$ cat config.mk
export PLATFORM = sky130hd
export DESIGN_NAME = sb_cfg_switch_flat
export DESIGN_NICKNAME = d
export VERILOG_FILES = /design/src/rtl/sb_cfg_pkg.sv /design/src/rtl/sb_cfg_switch_if.sv /design/src/rtl/sb_cfg_chain.sv /design/src/rtl/sb_cfg_switch.sv /design/src/flat_wrapper.sv
export SDC_FILE = /design/constraint.sdc
export NUM_CORES = 1
export LEC_CHECK = 0
export ABC_AREA = 1
export CORE_UTILIZATION = 39
export CTS_CLUSTER_SIZE = 28
export DETAILED_ROUTE_END_ITERATION = 12
export GPL_ROUTABILITY_DRIVEN = 0
export PLACE_DENSITY_LB_ADDON = 0.12
export SLEW_MARGIN = 10
export SYNTH_ARGS = -nofsm -noshare
export SYNTH_HDL_FRONTEND = slang
export SYNTH_SLANG_ARGS = --single-unit
export TNS_END_PERCENT = 5
$ cat constraint.sdc
create_clock -name prog_clk -period 2.6 [get_ports prog_clk]
set_clock_uncertainty 0.1 [all_clocks]
set_input_delay 0.39 -clock prog_clk [delete_from_list [all_inputs] [get_ports prog_clk]]
set_output_delay 0.39 -clock prog_clk [all_outputs]
set_load 0.01 [all_outputs]
$ cat src/rtl/sb_cfg_pkg.sv
// ============================================================================
// Module  : sb_cfg_pkg
// Brief   : Shared types and index helpers for the configurable switch block.
// Revision: 1.0 - initial release
// ============================================================================
`default_nettype none

package sb_cfg_pkg;

    // Load FSM: IDLE means cnt=0, LOADING is a partial chain, FULL is a complete chain
    typedef enum logic [1:0] {
        IDLE    = 2'd0,
        LOADING = 2'd1,
        FULL    = 2'd2
    } cfg_state_t;

    // Each mux owns two chain bits (sel, en), and there are 2*MUX_PER_SIDE muxes
    function automatic int cfg_bits(input int mux_per_side);
        return 4 * mux_per_side;
    endfunction

    function automatic int sel_idx(input int m);
        return 2 * m;
    endfunction

    function automatic int en_idx(input int m);
        return 2 * m + 1;
    endfunction

    // Channel track that feeds mux j: track 0 for the first mux, otherwise the top tracks
    function automatic int idx(input int chan_w, input int mux_per_side, input int j);
        return (j == 0) ? 0 : (chan_w - mux_per_side + j);
    endfunction

endpackage

`default_nettype wire

$ cat src/rtl/sb_cfg_switch_if.sv
// ============================================================================
// Module  : sb_cfg_switch_if
// Brief   : Channel, grid-pin and configuration-chain bundle of the switch block.
// Revision: 1.0 - initial release
// ============================================================================
`default_nettype none

interface sb_cfg_switch_if #(
    parameter int CHAN_W       = 9,
    parameter int MUX_PER_SIDE = 2
);
    logic                    ccff_head;
    logic                    cfg_shift_en;
    logic                    cfg_commit;
    logic [CHAN_W-1:0]       chany_top_in;
    logic [CHAN_W-1:0]       chanx_left_in;
    logic [MUX_PER_SIDE-1:0] top_pin_in;
    logic [MUX_PER_SIDE-1:0] left_pin_in;
    logic [CHAN_W-1:0]       chany_top_out;
    logic [CHAN_W-1:0]       chanx_left_out;
    logic                    ccff_tail;
    logic                    cfg_loaded;
    logic                    cfg_err;

    modport master (
        output ccff_head, cfg_shift_en, cfg_commit,
        output chany_top_in, chanx_left_in, top_pin_in, left_pin_in,
        input  chany_top_out, chanx_left_out, ccff_tail, cfg_loaded, cfg_err
    );

    modport slave (
        input  ccff_head, cfg_shift_en, cfg_commit,
        input  chany_top_in, chanx_left_in, top_pin_in, left_pin_in,
        output chany_top_out, chanx_left_out, ccff_tail, cfg_loaded, cfg_err
    );

endinterface

`default_nettype wire

$ cat src/rtl/sb_cfg_chain.sv
// ============================================================================
// Module  : sb_cfg_chain
// Brief   : Shadow/active configuration chain with load-length checking FSM.
// Revision: 1.0 - initial release
// ============================================================================
`default_nettype none

module sb_cfg_chain
    import sb_cfg_pkg::*;
#(
    parameter int CFG_BITS = 8
) (
    input  wire logic                prog_clk,
    input  wire logic                prog_rst_n,
    input  wire logic                ccff_head,
    input  wire logic                cfg_shift_en,
    input  wire logic                cfg_commit,
    output logic [CFG_BITS-1:0]      active,
    output logic                     ccff_tail,
    output logic                     cfg_loaded,
    output logic                     cfg_err
);

    localparam int                 c_CNT_W    = $clog2(CFG_BITS + 1);
    localparam logic [c_CNT_W-1:0] c_CNT_FULL = c_CNT_W'(CFG_BITS);
    localparam logic [c_CNT_W-1:0] c_CNT_ONE  = c_CNT_W'(1);

    cfg_state_t          r_state,  w_state_nxt;
    logic [c_CNT_W-1:0]  r_cnt,    w_cnt_nxt;
    logic [CFG_BITS-1:0] r_shadow, w_shadow_nxt;
    logic [CFG_BITS-1:0] r_active, w_active_nxt;
    logic                r_loaded, w_loaded_nxt;
    logic                r_err,    w_err_nxt;

    always_ff @(posedge prog_clk) begin
        if (!prog_rst_n) begin
            r_state  <= IDLE;
            r_cnt    <= '0;
            r_shadow <= '0;
            r_active <= '0;
            r_loaded <= 1'b0;
            r_err    <= 1'b0;
        end else begin
            r_state  <= w_state_nxt;
            r_cnt    <= w_cnt_nxt;
            r_shadow <= w_shadow_nxt;
            r_active <= w_active_nxt;
            r_loaded <= w_loaded_nxt;
            r_err    <= w_err_nxt;
        end
    end

    always_comb begin
        w_state_nxt  = r_state;
        w_cnt_nxt    = r_cnt;
        w_shadow_nxt = r_shadow;
        w_active_nxt = r_active;
        w_loaded_nxt = r_loaded;
        w_err_nxt    = r_err;

        // The chain moves on every shift, whatever the load state
        if (cfg_shift_en) begin
            w_shadow_nxt = {r_shadow[CFG_BITS-2:0], ccff_head};
        end

        case (r_state)
            IDLE, LOADING: begin
                if (cfg_shift_en) begin
                    w_cnt_nxt   = r_cnt + c_CNT_ONE;
                    w_state_nxt = (w_cnt_nxt == c_CNT_FULL) ? FULL : LOADING;
                end
                if (cfg_commit) begin
                    w_err_nxt = 1'b1;
                end
            end
            FULL: begin
                // Overflow keeps cnt pinned at CFG_BITS; a concurrent commit is refused
                if (cfg_shift_en) begin
                    w_err_nxt = 1'b1;
                end else if (cfg_commit) begin
                    w_active_nxt = r_shadow;
                    w_cnt_nxt    = '0;
                    w_state_nxt  = IDLE;
                    w_loaded_nxt = 1'b1;
                end
            end
            default: begin
                w_state_nxt = IDLE;
            end
        endcase
    end

    assign active     = r_active;
    assign ccff_tail  = r_shadow[CFG_BITS-1];
    assign cfg_loaded = r_loaded;
    assign cfg_err    = r_err;

endmodule

`default_nettype wire

$ cat src/rtl/sb_cfg_switch.sv
// ============================================================================
// Module  : sb_cfg_switch
// Brief   : Corner switch block: pass-through tracks plus gated config muxes.
// Revision: 1.0 - initial release
// ============================================================================
`default_nettype none

module sb_cfg_switch
    import sb_cfg_pkg::*;
#(
    parameter int CHAN_W       = 9,
    parameter int MUX_PER_SIDE = 2
) (
    input  wire logic       prog_clk,
    input  wire logic       prog_rst_n,
    sb_cfg_switch_if.slave  sb
);

    localparam int c_CFG_BITS = cfg_bits(MUX_PER_SIDE);

    logic [c_CFG_BITS-1:0] w_active;

    if (MUX_PER_SIDE < 1 || CHAN_W < 2 * MUX_PER_SIDE) begin : g_bad_params
        $error("sb_cfg_switch: need MUX_PER_SIDE >= 1 and CHAN_W >= 2*MUX_PER_SIDE");
    end

    sb_cfg_chain #(
        .CFG_BITS (c_CFG_BITS)
    ) u_chain (
        .prog_clk     (prog_clk),
        .prog_rst_n   (prog_rst_n),
        .ccff_head    (sb.ccff_head),
        .cfg_shift_en (sb.cfg_shift_en),
        .cfg_commit   (sb.cfg_commit),
        .active       (w_active),
        .ccff_tail    (sb.ccff_tail),
        .cfg_loaded   (sb.cfg_loaded),
        .cfg_err      (sb.cfg_err)
    );

    // Straight-through tracks cross the corner with a twisted index
    for (genvar k = MUX_PER_SIDE; k < CHAN_W; k++) begin : g_pass
        assign sb.chanx_left_out[k] = sb.chany_top_in[CHAN_W-k];
        assign sb.chany_top_out[k]  = sb.chanx_left_in[CHAN_W-k];
    end

    // Top mux j is global mux j; left mux j is global mux MUX_PER_SIDE+j
    for (genvar j = 0; j < MUX_PER_SIDE; j++) begin : g_mux
        localparam int c_SRC = idx(CHAN_W, MUX_PER_SIDE, j);
        localparam int c_MT  = j;
        localparam int c_ML  = MUX_PER_SIDE + j;

        logic w_top_sel;
        logic w_left_sel;

        assign w_top_sel  = w_active[sel_idx(c_MT)] ? sb.top_pin_in[j]
                                                    : sb.chanx_left_in[c_SRC];
        assign w_left_sel = w_active[sel_idx(c_ML)] ? sb.chany_top_in[c_SRC]
                                                    : sb.left_pin_in[j];

        assign sb.chany_top_out[j]  = w_active[en_idx(c_MT)] & w_top_sel;
        assign sb.chanx_left_out[j] = w_active[en_idx(c_ML)] & w_left_sel;
    end

endmodule

`default_nettype wire
$ cat src/flat_wrapper.sv
// flat-port wrapper written by rule: the top's interface ports become plain ports
module sb_cfg_switch_flat import sb_cfg_pkg::*;
#(
    parameter int CHAN_W       = 9,
    parameter int MUX_PER_SIDE = 2
)
  (prog_clk, prog_rst_n, sb_ccff_head, sb_cfg_shift_en, sb_cfg_commit, sb_chany_top_in, sb_chanx_left_in, sb_top_pin_in, sb_left_pin_in, sb_chany_top_out, sb_chanx_left_out, sb_ccff_tail, sb_cfg_loaded, sb_cfg_err);
  sb_cfg_switch_if #(.CHAN_W(CHAN_W), .MUX_PER_SIDE(MUX_PER_SIDE)) sb_i ();
  input  wire logic prog_clk;
  input  wire logic prog_rst_n;
  input wire logic [$bits(sb_i.ccff_head)-1:0] sb_ccff_head;
  input wire logic [$bits(sb_i.cfg_shift_en)-1:0] sb_cfg_shift_en;
  input wire logic [$bits(sb_i.cfg_commit)-1:0] sb_cfg_commit;
  input wire logic [$bits(sb_i.chany_top_in)-1:0] sb_chany_top_in;
  input wire logic [$bits(sb_i.chanx_left_in)-1:0] sb_chanx_left_in;
  input wire logic [$bits(sb_i.top_pin_in)-1:0] sb_top_pin_in;
  input wire logic [$bits(sb_i.left_pin_in)-1:0] sb_left_pin_in;
  output wire logic [$bits(sb_i.chany_top_out)-1:0] sb_chany_top_out;
  output wire logic [$bits(sb_i.chanx_left_out)-1:0] sb_chanx_left_out;
  output wire logic [$bits(sb_i.ccff_tail)-1:0] sb_ccff_tail;
  output wire logic [$bits(sb_i.cfg_loaded)-1:0] sb_cfg_loaded;
  output wire logic [$bits(sb_i.cfg_err)-1:0] sb_cfg_err;
  assign sb_i.ccff_head = sb_ccff_head;
  assign sb_i.cfg_shift_en = sb_cfg_shift_en;
  assign sb_i.cfg_commit = sb_cfg_commit;
  assign sb_i.chany_top_in = sb_chany_top_in;
  assign sb_i.chanx_left_in = sb_chanx_left_in;
  assign sb_i.top_pin_in = sb_top_pin_in;
  assign sb_i.left_pin_in = sb_left_pin_in;
  assign sb_chany_top_out = sb_i.chany_top_out;
  assign sb_chanx_left_out = sb_i.chanx_left_out;
  assign sb_ccff_tail = sb_i.ccff_tail;
  assign sb_cfg_loaded = sb_i.cfg_loaded;
  assign sb_cfg_err = sb_i.cfg_err;
  sb_cfg_switch #(.CHAN_W(CHAN_W), .MUX_PER_SIDE(MUX_PER_SIDE)) u_core (.prog_clk(prog_clk), .prog_rst_n(prog_rst_n), .sb(sb_i));
endmodule
==> reports/metrics.cfg, run 1 <==
[sta]
period_minus_slack_ps=2070
tightestPinTransition_ps=502
finalSetupTns_ps=0
setup_viol=0
hold_viol=0
fmax_mhz=482
rsz0062_at_grt=no
timing.final.crit_share_pct=79.8
setup_slack_ps=526
relSlewSlack_pct=66.5
final_max_slew_viol_count=0

[drt]
vias_per_cell=4.91
first_pass_iters=5
num_vias=924
ant_nets=0
initialDrtViolationCount=28
drc=0
wl_per_cell_um=10.7
wirelength_mm=2.01

[placed_design]
dpl.hpwl_mm=1.47
pre_cts_ws_ps=526
io_buffers=19

[yosys]
yosys_warnings=0
ys_types=22
synth-seq-cells=24
ys_seq_area_share_pct=42.5
syn_nets=179
avgSynthCellArea_um2=7.49
syn_inst=151
netlist_area_um2=1130

[finish]
multi_input_area_um2=465
drive_above_1_share_pct=8.92
nets=186
nFillCells=286
area_growth_pct=12.5
seqCellArea_um2=480
layout_commonest_cell=nor2_1
diodes=0
most-common-layout-cells=nor2_1 (39), dfxtp_1 (24), o21ai_0 (21)
final_core_util_pct=46.1

[clock_network]
cts_resized=0
clkLatencyLatePin_ps=300
clk_pin_slew_ps=120
cts_tree=done
clockBufferDepth=2
cts-root-buf=clkbuf_4
clkSinkCount=24
cts_max_level=1
cts_buffers=3
cts_hold_repair.buffers=0
post-cts-setup-buffers=0

[global_routing]
grt_max_degree=20
grtUsageTotal_pct=13.8
grt_pass1_wl_mm=3.49
antenna_found_initial=0
grt_pass1_vias=856
grt-ovfl-total=0

[critical_path]
required_ps=2110
criticalPathCategory=input pin to primary output
critPathMaxFanout=1
arrival_ps=1580
start_kind=input pin
reg2reg_from=u_core.u_chain.r_cnt[0]$_SDFFE_PN0P_
startpoint=sb_left_pin_in[0]
worstSetupEndpointType=primary output

[floorplanning]
die_area_um2=3120
die_width_um=55.9
fp-row-count=19
core-area_um2=2760
die_h_um=55.9
start_util_pct=41.0
io_pins=48

[power_and_ir_drop]
fin_total_pwr_mw=0.644
p_leak_nw=0.539
peakVddDrop_mv=0.269
powerDensity_nw_per_um2=506

[worst_hold_path]
min_path_type=flip-flop to flip-flop
hp-start=u_core.u_chain.cfg_loaded$_SDFFE_PN0P_

[outcome]
outcome=completed

[flow_run]
maxCapViolations=0

-- kinds of logic (layout without fill, tap and decap cells) --
group           count (synthesis)  in the layout  share of synthesized area [%]
buf+inv                        31             37                           16.4
compound gates                 32             32                           14.5
simple gates                   63             63                           25.6
fa+ha+maj                       1              1                           1.11
flops                          24             24                           42.5
-- final timing paths --
check / end / slack (ps) / depth (start not counted)
worst min register to register: u_core.u_chain.cfg_loaded$_SDFFE_PN0P_ / 380 / 2
worst max-delay path: sb_chanx_left_out[0] / 530 / 4
worst max register to register: u_core.u_chain.r_state[1]$_SDFFE_PN0P_ / 1400 / 7
worst min-delay path: u_core.u_chain.cfg_loaded$_SDFFE_PN0P_ / 380 / 2
-- layer usage --
layer / GRT usage [%] / vias to the layer above / routed length [um]
met5: 0 / - / 0
met4: 5.57 / 0 / 17
met3: 3.26 / 2 / 174
met2: 23.6 / 39 / 934
met1: 16.7 / 401 / 887
li1: - / 482 / -
-- worst max-delay path, stage by stage --
cell and delay (ps):
clkdlybuf4s50_1 450, o21ai_0 70, a21oi_1 130, clkdlybuf4s50_1 550
-- state kept, by name, summed over array words and instances, names as in the netlist --
name / count
u_core.u_chain.active: 8
u_core.u_chain.r_cnt: 4
u_core.u_chain.cfg_loaded: 1
u_core.u_chain.cfg_err: 1
u_core.u_chain.r_shadow: 8
u_core.u_chain.r_state: 2
-- stage by stage --
stage / instances / area [um^2] / hold WS [ps]
detailed placement: 184 / 1240 / 358
global placement: 184 / 1240 / 355
CTS: 188 / 1270 / 390
finish: 188 / 1270 / 384
global route: 188 / 1270 / 423
floorplan: 151 / 1130 / 348
-- cell type report --
cell class	instances	share of cell area (%)
Clock buffer	4	2.85
Inverter	13	4.23
Multi-Input combinational cell	96	36.6
Sequential cell	24	37.8
Tap cell	31	3.05
Timing Repair Buffer	20	15.5
-- synth_stat cells, drive strengths merged --
| master | instances | area share (%) |
|---|---|---|
| nand2 | 14 | 5.3 |
| inv | 12 | 4.0 |
| clkinv | 1 | 0.77 |
| nand3 | 6 | 4.6 |
| buf | 17 | 11 |
| nor2 | 40 | 14 |
| dfxtp | 24 | 42 |
| ha | 1 | 1.1 |
| clkbuf | 1 | 0.44 |
| and2 | 1 | 0.55 |
| nand4 | 2 | 1.1 |
| o21ai | 22 | 9.7 |
| a21oi | 10 | 4.8 |
-- report_power, final --
group / internal, mW / switching, mW
clock network: 0.0853 / 0.105
logic: 0.0327 / 0.0309
registers: 0.380 / 0.00960
Note: power is estimated with default switching activity, not from simulation.
==> run 2: changes to the inputs <==
CORE_UTILIZATION = 37   (was 39)
clock period = 1.8 ns   (was 2.6 ns; I/O delays follow)
==> run 2 against run 1 <==
The flow now finishes with violations (design-rule violations); global-route usage shrank 0.38 points; worst hold slack gained 2.8 ps; non-clock buffer count grew 3; highest routed layer unchanged; critical path type is now flip-flop to primary output.
==> reports/metrics.cfg, run 2 (synthesis results as in run 1) <==
[global_routing]
grt_pass1_vias=848  ; -0.93%
grt-ovfl-total=0  ; unchanged
grt_max_degree=14  ; -30%
antenna_found_initial=0  ; unchanged
grt_pass1_wl_mm=3.44  ; -1.6%
grtUsageTotal_pct=13.4  ; -0.38 points

[power_and_ir_drop]
powerDensity_nw_per_um2=728  ; +44%
fin_total_pwr_mw=0.939  ; +46%
p_leak_nw=0.573  ; +6.3%
peakVddDrop_mv=0.328  ; +22%

[drt]
initialDrtViolationCount=18  ; -36%
wirelength_mm=2.00  ; -0.70%
num_vias=917  ; -0.76%
vias_per_cell=4.80  ; -2.3%
ant_nets=0  ; unchanged
first_pass_iters=8  ; +3
wl_per_cell_um=10.5  ; -2.3%
drc=5  ; +5

[clock_network]
cts-root-buf=clkbuf_4
cts_max_level=1  ; unchanged
clkLatencyLatePin_ps=310  ; about the same
cts_buffers=3  ; unchanged
cts_tree=done
post-cts-setup-buffers=0  ; unchanged
clockBufferDepth=2  ; unchanged
clk_pin_slew_ps=120  ; about the same
clkSinkCount=24  ; unchanged

[finish]
diodes=0  ; unchanged
drive_above_1_share_pct=10.6  ; +1.7 points
nets=189  ; +1.6%
layout_commonest_cell=nor2_1
area_growth_pct=14.0
most-common-layout-cells=nor2_1 (39), dfxtp_1 (24), o21ai_0 (21)
final_core_util_pct=45.6  ; -0.54 points

[flow_run]
maxCapViolations=0  ; unchanged

[floorplanning]
die_h_um=57.3  ; +2.6%
die_area_um2=3280  ; +5.2%
io_pins=48  ; unchanged
start_util_pct=40.0  ; -1.0 points
fp-row-count=19  ; unchanged
die_width_um=57.3  ; +2.6%
core-area_um2=2830  ; +2.6%

[critical_path]
arrival_ps=1210  ; -370 ps
slowest_delay_ps=540  ; about the same
cp_top_family=buffers and inverters
criticalPathCategory=flip-flop to primary output
cp_num_buf_inv=1  ; -1
start_kind=flip-flop
required_ps=1430  ; -680 ps
cp_slowest_cell=clkdlybuf4s50_1
critPathMaxFanout=3  ; +2
worstSetupEndpointType=primary output
cp_cell_sequence=clkdlybuf4s50_1

[placed_design]
io_buffers=19  ; unchanged
pre_cts_ws_ps=-27.5  ; -554 ps
dpl.hpwl_mm=1.56  ; +6.1%

[sta]
rsz0062_at_grt=no
fmax_mhz=631
hold_viol=0  ; unchanged
setup_viol=0  ; unchanged
timing.hold.ws_ps=387  ; +2.79 ps
setup_slack_ps=216  ; -310 ps
final_max_slew_viol_count=0  ; unchanged
period_minus_slack_ps=1580
timing.final.crit_share_pct=88.0
tightestPinTransition_ps=216  ; -286 ps
relSlewSlack_pct=85.5  ; +19 points

[outcome]
outcome=complete, but fails checks
failed_checks=design-rule violations

[worst_hold_path]
min_path_type=flip-flop to flip-flop

==> run 2: metrics by stage <==
step | area (um^2) | TNS, ps | std cells
2_1_floorplan | 1130 | 0 | 151
3_3_place_gp | 1260 | -8.38 | 187
3_5_place_dp | 1260 | -89.5 | 187
4_1_cts | 1290 | 0 | 191
5_1_grt | 1290 | 0 | 191
6_report | 1290 | 0 | 191
==> run 2: final cells by class <==
cell class              instances  area, um^2
inverters                      13        53.8
clock buffers                   4        36.3
fillers                       280        1540
multi-input cells              96         465
repair buffers                 23         215
well taps                      31        38.8
flip-flops and latches         24         480
==> run 2: power breakdown <==
part / internal [mW] / switching (mW)
logic: 0.0515 / 0.0447
registers: 0.549 / 0.0137
clock network: 0.124 / 0.157
total: 0.724 / 0.215
==> run 2: what timing repair did <==
action | CTS | global route
hold buffers | 0 | 0
endpoints found under the setup margin | 4 | 0
resized for setup | 4 | 0
==> run 2: worst reg2reg max path, delay by kind of cell (launching register included) <==
kind | cells | cell delay (ps)
and+or+nand+nor | 5 | 410
DFF | 1 | 410
buffers and inverters | 1 | 70
adders and majority gates | 1 | 180
==> run 2: final timing paths <==
| kind | from | end | slack [ps] | depth (start not counted) |
|---|---|---|---|---|
| setup / recovery | u_core.u_chain.r_shadow[7]$_SDFFE_PN0P_ | sb_ccff_tail | 220 | 1 |
| hold / removal | u_core.u_chain.cfg_loaded$_SDFFE_PN0P_ | u_core.u_chain.cfg_loaded$_SDFFE_PN0P_ | 390 | 2 |
| setup reg to reg | u_core.u_chain.r_cnt[0]$_SDFFE_PN0P_ | u_core.u_chain.r_state[1]$_SDFFE_PN0P_ | 590 | 7 |
| hold reg to reg | u_core.u_chain.cfg_loaded$_SDFFE_PN0P_ | u_core.u_chain.cfg_loaded$_SDFFE_PN0P_ | 390 | 2 |
==> run 2: routing by layer <==
| metal | GRT usage, % | part of all wire, % |
|---|---|---|
| met1 | 15.4 | 46 |
| met2 | 23.0 | 46 |
| met3 | 3.85 | 6.8 |
| met4 | 6.27 | 1.4 |
| met5 | 0 | 0 |
